`src/rtl/bob_if.sv`:
```
// Branch order buffer port bundle: allocation, resolution, flush, commit and RAS recovery signals.
// The master drives the requests; the buffer (slave) returns tags, status and recovery data.
interface bob_if;
  logic        alloc_vld_i;
  logic [3:0]  alloc_rasptr_i;
  logic [2:0]  alloc_tag_o;
  logic        full_o;
  logic        empty_o;
  logic [3:0]  count_o;
  logic        res_vld_i;
  logic [2:0]  res_tag_i;
  logic        res_mispred_i;
  logic        ext_flush_i;
  logic        commit_vld_o;
  logic        bob_vld_f1r_o;
  logic [3:0]  bob_rasptr_f1r_o;
  logic [15:0] bob_misp_cnt_o;

  modport master (
    output alloc_vld_i, alloc_rasptr_i, res_vld_i, res_tag_i, res_mispred_i, ext_flush_i,
    input  alloc_tag_o, full_o, empty_o, count_o, commit_vld_o,
           bob_vld_f1r_o, bob_rasptr_f1r_o, bob_misp_cnt_o
  );

  modport slave (
    input  alloc_vld_i, alloc_rasptr_i, res_vld_i, res_tag_i, res_mispred_i, ext_flush_i,
    output alloc_tag_o, full_o, empty_o, count_o, commit_vld_o,
           bob_vld_f1r_o, bob_rasptr_f1r_o, bob_misp_cnt_o
  );
endinterface

```
`src/rtl/bob.sv`:
```
// 8-entry branch order buffer checkpointing RAS pointers; commit is same-cycle, RAS recovery one cycle after a mispredict.
// Allocation is refused while full or recovering; BOB_MISP_CNT_EN adds a saturating mispredict counter.
module bob (
  input  logic clock,
  input  logic reset_n,
  bob_if.slave bus
);

  typedef enum logic {IDLE, RECOVER} state_t;

  state_t     state;
  logic [3:0] head;
  logic [3:0] tail;
  logic [7:0] valid;
  logic [7:0] resolved;
  logic [3:0] rasptr [8];
  logic [3:0] rec_ptr;

  logic [2:0] head_idx;
  logic [2:0] tail_idx;
  logic [2:0] tag_dist;
  logic [3:0] rec_tail;
  logic       full;
  logic       res_hit;
  logic       mispred_hit;
  logic       commit;
  logic       alloc;

  assign head_idx = head[2:0];
  assign tail_idx = tail[2:0];
  assign full     = ((head_idx == tail_idx) && (head[3] != tail[3])) || (state == RECOVER);

  assign res_hit     = bus.res_vld_i & valid[bus.res_tag_i];
  assign mispred_hit = res_hit & bus.res_mispred_i;
  assign commit      = valid[head_idx] & resolved[head_idx] & ~bus.ext_flush_i;
  assign alloc       = bus.alloc_vld_i & ~full & ~mispred_hit & ~bus.ext_flush_i;

  // Age of the mispredicted entry relative to head; the new tail sits just past it.
  assign tag_dist = bus.res_tag_i - head_idx;
  assign rec_tail = head + {1'b0, tag_dist} + 4'd1;

  assign bus.full_o           = full;
  assign bus.empty_o          = (head == tail);
  assign bus.count_o          = tail - head;
  assign bus.alloc_tag_o      = tail_idx;
  assign bus.commit_vld_o     = commit;
  assign bus.bob_vld_f1r_o    = (state == RECOVER);
  assign bus.bob_rasptr_f1r_o = rec_ptr;

  always_ff @(posedge clock or negedge reset_n) begin
    if (!reset_n) begin
      state    <= IDLE;
      head     <= '0;
      tail     <= '0;
      valid    <= '0;
      resolved <= '0;
      rec_ptr  <= '0;
      for (int i = 0; i < 8; i++) rasptr[i] <= '0;
    end else if (bus.ext_flush_i) begin
      state    <= IDLE;
      head     <= '0;
      tail     <= '0;
      valid    <= '0;
      resolved <= '0;
      rec_ptr  <= '0;
    end else begin
      if (commit) begin
        valid[head_idx] <= 1'b0;
        head            <= head + 4'd1;
      end
      if (res_hit) resolved[bus.res_tag_i] <= 1'b1;
      if (alloc) begin
        valid[tail_idx]    <= 1'b1;
        resolved[tail_idx] <= 1'b0;
        rasptr[tail_idx]   <= bus.alloc_rasptr_i;
        tail               <= tail + 4'd1;
      end
      if (mispred_hit) begin
        // Head is never younger than the tag, so this cannot collide with the commit clear.
        for (int i = 0; i < 8; i++) begin
          if ((3'(i) - head_idx) > tag_dist) valid[i] <= 1'b0;
        end
        tail    <= rec_tail;
        state   <= RECOVER;
        rec_ptr <= rasptr[bus.res_tag_i];
      end else begin
        state   <= IDLE;
        rec_ptr <= '0;
      end
    end
  end

`ifdef BOB_MISP_CNT_EN
  logic [15:0] misp_cnt;

  always_ff @(posedge clock or negedge reset_n) begin
    if (!reset_n) begin
      misp_cnt <= '0;
    end else if (mispred_hit && !bus.ext_flush_i && (misp_cnt != 16'hFFFF)) begin
      misp_cnt <= misp_cnt + 16'd1;
    end
  end

  assign bus.bob_misp_cnt_o = misp_cnt;
`else
  assign bus.bob_misp_cnt_o = '0;
`endif

endmodule
```
`src/flat_wrapper.sv`:
```
// flat-port wrapper written by rule: the top's interface ports become plain ports
module bob_flat 
  (clock, reset_n, bus_alloc_vld_i, bus_alloc_rasptr_i, bus_res_vld_i, bus_res_tag_i, bus_res_mispred_i, bus_ext_flush_i, bus_alloc_tag_o, bus_full_o, bus_empty_o, bus_count_o, bus_commit_vld_o, bus_bob_vld_f1r_o, bus_bob_rasptr_f1r_o, bus_bob_misp_cnt_o);
  bob_if bus_i ();
  input  logic clock;
  input  logic reset_n;
  input wire logic [$bits(bus_i.alloc_vld_i)-1:0] bus_alloc_vld_i;
  input wire logic [$bits(bus_i.alloc_rasptr_i)-1:0] bus_alloc_rasptr_i;
  input wire logic [$bits(bus_i.res_vld_i)-1:0] bus_res_vld_i;
  input wire logic [$bits(bus_i.res_tag_i)-1:0] bus_res_tag_i;
  input wire logic [$bits(bus_i.res_mispred_i)-1:0] bus_res_mispred_i;
  input wire logic [$bits(bus_i.ext_flush_i)-1:0] bus_ext_flush_i;
  output wire logic [$bits(bus_i.alloc_tag_o)-1:0] bus_alloc_tag_o;
  output wire logic [$bits(bus_i.full_o)-1:0] bus_full_o;
  output wire logic [$bits(bus_i.empty_o)-1:0] bus_empty_o;
  output wire logic [$bits(bus_i.count_o)-1:0] bus_count_o;
  output wire logic [$bits(bus_i.commit_vld_o)-1:0] bus_commit_vld_o;
  output wire logic [$bits(bus_i.bob_vld_f1r_o)-1:0] bus_bob_vld_f1r_o;
  output wire logic [$bits(bus_i.bob_rasptr_f1r_o)-1:0] bus_bob_rasptr_f1r_o;
  output wire logic [$bits(bus_i.bob_misp_cnt_o)-1:0] bus_bob_misp_cnt_o;
  assign bus_i.alloc_vld_i = bus_alloc_vld_i;
  assign bus_i.alloc_rasptr_i = bus_alloc_rasptr_i;
  assign bus_i.res_vld_i = bus_res_vld_i;
  assign bus_i.res_tag_i = bus_res_tag_i;
  assign bus_i.res_mispred_i = bus_res_mispred_i;
  assign bus_i.ext_flush_i = bus_ext_flush_i;
  assign bus_alloc_tag_o = bus_i.alloc_tag_o;
  assign bus_full_o = bus_i.full_o;
  assign bus_empty_o = bus_i.empty_o;
  assign bus_count_o = bus_i.count_o;
  assign bus_commit_vld_o = bus_i.commit_vld_o;
  assign bus_bob_vld_f1r_o = bus_i.bob_vld_f1r_o;
  assign bus_bob_rasptr_f1r_o = bus_i.bob_rasptr_f1r_o;
  assign bus_bob_misp_cnt_o = bus_i.bob_misp_cnt_o;
  bob u_core (.clock(clock), .reset_n(reset_n), .bus(bus_i));
endmodule
```
`config.mk`:
```
export PLATFORM = sky130hd
export DESIGN_NAME = bob_flat
export DESIGN_NICKNAME = d
export VERILOG_FILES = /design/src/rtl/bob_if.sv /design/src/rtl/bob.sv /design/src/flat_wrapper.sv
export SDC_FILE = /design/constraint.sdc
export NUM_CORES = 1
export LEC_CHECK = 0
export CORE_AREA = 2 2 100 83
export CTS_CLUSTER_DIAMETER = 100
export DETAILED_ROUTE_END_ITERATION = 7
export DIE_AREA = 0 0 102 85
export GPL_ROUTABILITY_DRIVEN = 0
export HOLD_SLACK_MARGIN = 0.05
export PLACE_DENSITY = 0.83
export RECOVER_POWER = 25
export SYNTH_ARGS = -nofsm -noshare
export SYNTH_HDL_FRONTEND = slang
export SYNTH_SLANG_ARGS = --single-unit
```
`constraint.sdc`:
```
create_clock -name clock -period 3.1 [get_ports clock]
set_clock_uncertainty 0.2 [all_clocks]
set_input_delay 0.62 -clock clock [delete_from_list [all_inputs] [get_ports clock]]
set_output_delay 0.62 -clock clock [all_outputs]
set_load 0.01 [all_outputs]
```
==> impl_metrics.py <==
metrics = {
    "clock_network": {
        "cts.sinks": 61,
        "h-tree-depth": 3,
        "cts_buffers": 9,
        "clk_latency_ns": 0.35,
        "cts_root_buffer": "clkbuf_8",
        "clk_pin_slew_ns": 0.07,
        "clk_path_buf_depth": 2,
        "holdBufCountCts": 0,
        "cts_tree": "done",
    },
    "setup_path": {
        "crit_buf_inv": 1,
        "worst_r2r_path_depth": 11,
        "critical-path-max-stage-delay_ns": 0.55,
        "crit_cells": 5,
        "crit_end": "bus_count_o[3]",
        "reg2reg_setup_slack_ns": 0.21,
        "crit_fanout": 7,
        "arrival_ns": 2.24,
        "crit_type": "reg -> out",
        "cp-start-kind": "register",
        "path_delay_family": "buffers and inverters",
        "worstSetupStartpoint": "u_core.tail[1]",
        "r2r-start": "u_core.head[0]",
        "crit_chain": "ha_1, a21o_1, a21oi_1, xor2_1, clkdlybuf4s50_1",
        "slowest_stage": "clkdlybuf4s50_1",
        "critPathRequiredTime_ns": 2.28,
        "reg2reg_to": "u_core.tail[3]",
        "critPathCaptureType": "primary output",
    },
    "floorplan": {
        "initial_utilization_pct": 49.7,
        "rows": 29,
        "dieArea_mm2": 0.00867,
        "num_io_pins": 44,
        "die_y_um": 85,
        "die_w_um": 102,
        "core_area_mm2": 0.00769,
    },
    "drt": {
        "antenna_left": 0,
        "vias": 3331,
        "drt_iter0_drc": 325,
        "viasPerCell": 6.12,
        "drcViolationCount": 0,
        "drt-pass1-iter-count": 5,
        "wl_per_cell_um": 19.3,
        "wl_mm": 10.5,
    },
    "finish": {
        "regArea_mm2": 0.00153,
        "postLayoutCoreUtil_pct": 61.1,
        "nFillCells": 599,
        "instances_no_fill": 544,
        "n_antenna_cell": 0,
        "nets": 473,
        "area_delta_synth_final_pct": 22.9,
        "drive_gt1_share_pct": 29.8,
        "multiInputGateArea_mm2": 0.00214,
    },
    "pwr": {
        "power_mw": 2.02,
        "p_leak_nw": 2.27,
        "power_density_mw_per_mm2": 429,
        "irDropWorstVdd_uv": 382,
    },
    "timing": {
        "fmax_mhz": 327,
        "worst_pin_slew_ns": 1.82,
        "hold_viol_final": 0,
        "setup_viol": 0,
        "tns_ns": 0,
        "slew_violations": 37,
        "period_minus_slack_ns": 3.06,
        "max_slew_margin_pct": -21.2,
        "setup_slack_ns": 0.0424,
        "period_share_pct": 98.6,
    },
    "hold_path": {
        "worstHoldStart": "u_core.rasptr[28]",
        "worstHoldPathType": "reg -> reg",
    },
    "logic_synthesis": {
        "synthArstFlopShare_pct": 100,
        "avgSynthCellArea_um2": 10.5,
        "ys_top_cells_by_area": "dfrtp_1 (40%), mux2_2 (9.4%), ha_1 (8.8%)",
        "synth-seq-area-share_pct": 39.9,
        "synth.top_cell.area_share_pct": 39.9,
        "synth_top_area_cell": "dfrtp_1",
        "syn_inst": 363,
        "syn-cell-area_mm2": 0.00382,
        "yosysWarnings": 0,
        "netlist-cell-type-count": 55,
        "synth_ff_type": "dfrtp_1",
        "yosys_register_bits": 61,
        "synth-edff-count": 0,
    },
    "outcome": {
        "outcome": "finished, violations left",
        "violations": "max-capacitance violations, max-slew violations",
    },
    "global_route": {
        "grt_pass1_vias": 3237,
        "grt_usage_pct": 25.7,
        "gr-total-overflow": 0,
        "grt_pass1_wl_mm": 16.8,
        "antenna_found_initial": 0,
        "grt_max_degree": 37,
    },
    "placement": {
        "placedCellCount": 525,
        "hpwl_mm": 7.38,
        "io_buffers": 27,
        "pre_cts_ws_ns": -0.542,
    },
    "flow_run": {
        "maxCapViolCount": 1,
    },
}
==> cell type report <==
cell class | count | share of cell area [%]
Sequential cell | 61 | 32.5
Inverter | 26 | 2.08
Clock buffer | 9 | 2.64
Tap cell | 108 | 2.88
Multi-Input combinational cell | 262 | 45.6
Timing Repair Buffer | 71 | 12.7
Clock inverter | 7 | 1.57
==> registers in the layout (all words and copies together) (netlist names) <==
register                     flops
u_core.bus.bob_vld_f1r_o         1
u_core.resolved                  8
u_core.bus.bob_rasptr_f1r_o      4
u_core.valid                     8
u_core.rasptr                   32
u_core.tail                      4
u_core.head                      4
==> worst min path at each step <==
stage	end	slack [ns]	cells after the start
3_5_place_dp	u_core.rasptr[15]	0.30	1
5_1_grt	u_core.rasptr[16]	0.33	1
3_3_place_gp	u_core.rasptr[2]	0.29	1
6_report	u_core.rasptr[28]	0.31	1
2_1_floorplan	u_core.bus.bob_rasptr_f1r_o[0]	0.12	0
4_1_cts	u_core.rasptr[27]	0.16	1
==> metal layers <==
metal	GRT usage [%]	wire length, um	vias to the layer above
li1	-	-	1421
met1	35.5	4410	1689
met5	0	0	-
met2	41.0	4940	189
met3	4.04	861	32
met4	9.58	265	0
==> cell usage after synthesis (all sizes together) (3+ instances only) <==
cell,n
buf,23
nand2b,4
nor2b,3
ha,27
a21o,4
a21oi,18
inv,25
nor3,10
or3,5
a21bo,3
a221oi,6
xor2,6
nor3b,4
nor4,5
mux2,32
o22ai,8
o22a,5
and2,8
o221a,3
nand3,9
and3,4
nand2,16
a211oi,3
clkbuf,6
o221ai,4
o21ai,9
nor2,11
mux4,3
mux2i,6
dfrtp,61
xnor2,4
==> worst reg2reg max path, delay by kind of cell, from the launching register on <==
family | cells | cell delay [ns]
and+or+nand+nor | 1 | 0.04
AOI/OAI and AO/OA | 3 | 0.61
DFF | 1 | 0.47
adders and majority gates | 3 | 0.83
xor gates and xnor gates | 3 | 0.53
buffers and inverters | 1 | 0.08
==> cell families (layout without fill, tap and decap cells) <==
group           Yosys count  after routing  share of synthesized area, %
fa+ha+maj                30             30                          10.1
buf+inv                  55            113                          7.46
other cells               1             16                        0.0981
simple gates             84             84                          11.9
xor+xnor                 10             10                          2.29
compound gates           81             81                          15.4
flops                    61             61                          39.9
mux                      41             41                          12.8
==> metrics by stage <==
stage	hold slack (ns)	instance area [um2]
global route	0.330	4700
floorplan	0.124	3920
finish	0.311	4700
CTS	0.163	4670
global placement	0.287	4440
detailed placement	0.296	4440
==> cells in the final DEF, fill, tap and decap left out, types with 3 or more instances in the layout <==
cell type and count:
ha_1 25, nor2_1 9, mux4_2 3, a21oi_1 16, clkbuf_8 9, mux2_2 32, and3_1 4, conb_1 16
mux2i_1 5, and2_1 8, xnor2_1 3, nor3_1 9, nor2b_1 3, nand2b_1 4, o22a_1 5, o221ai_1 4
clkdlybuf4s50_1 24, a21o_1 4, a21bo_2 3, o21ai_0 8, o221a_2 3, xor2_1 4, or3_1 5, dfrtp_1 60
o22ai_1 8, inv_1 19, a221oi_1 6, nand3_1 8, nand2_1 16, buf_4 44, inv_2 6, nor4_1 5
==> repair_timing <==
action / in CTS / in global routing
pin swaps: 7 / 5
setup endpoints to repair: 4 / 3
gates resized for setup: 7 / 8
buffers inserted: 2 / 1
endpoints found under the hold margin: 0 / 0
==> power by group <==
group	leakage [nW]	switching [mW]	internal, mW	total, mW
Clock	0.100	0.350	0.375	0.725
Sequential	0.821	0.0551	0.887	0.942
Combinational	1.35	0.174	0.174	0.349
Note: power is estimated with default switching activity, not from simulation.
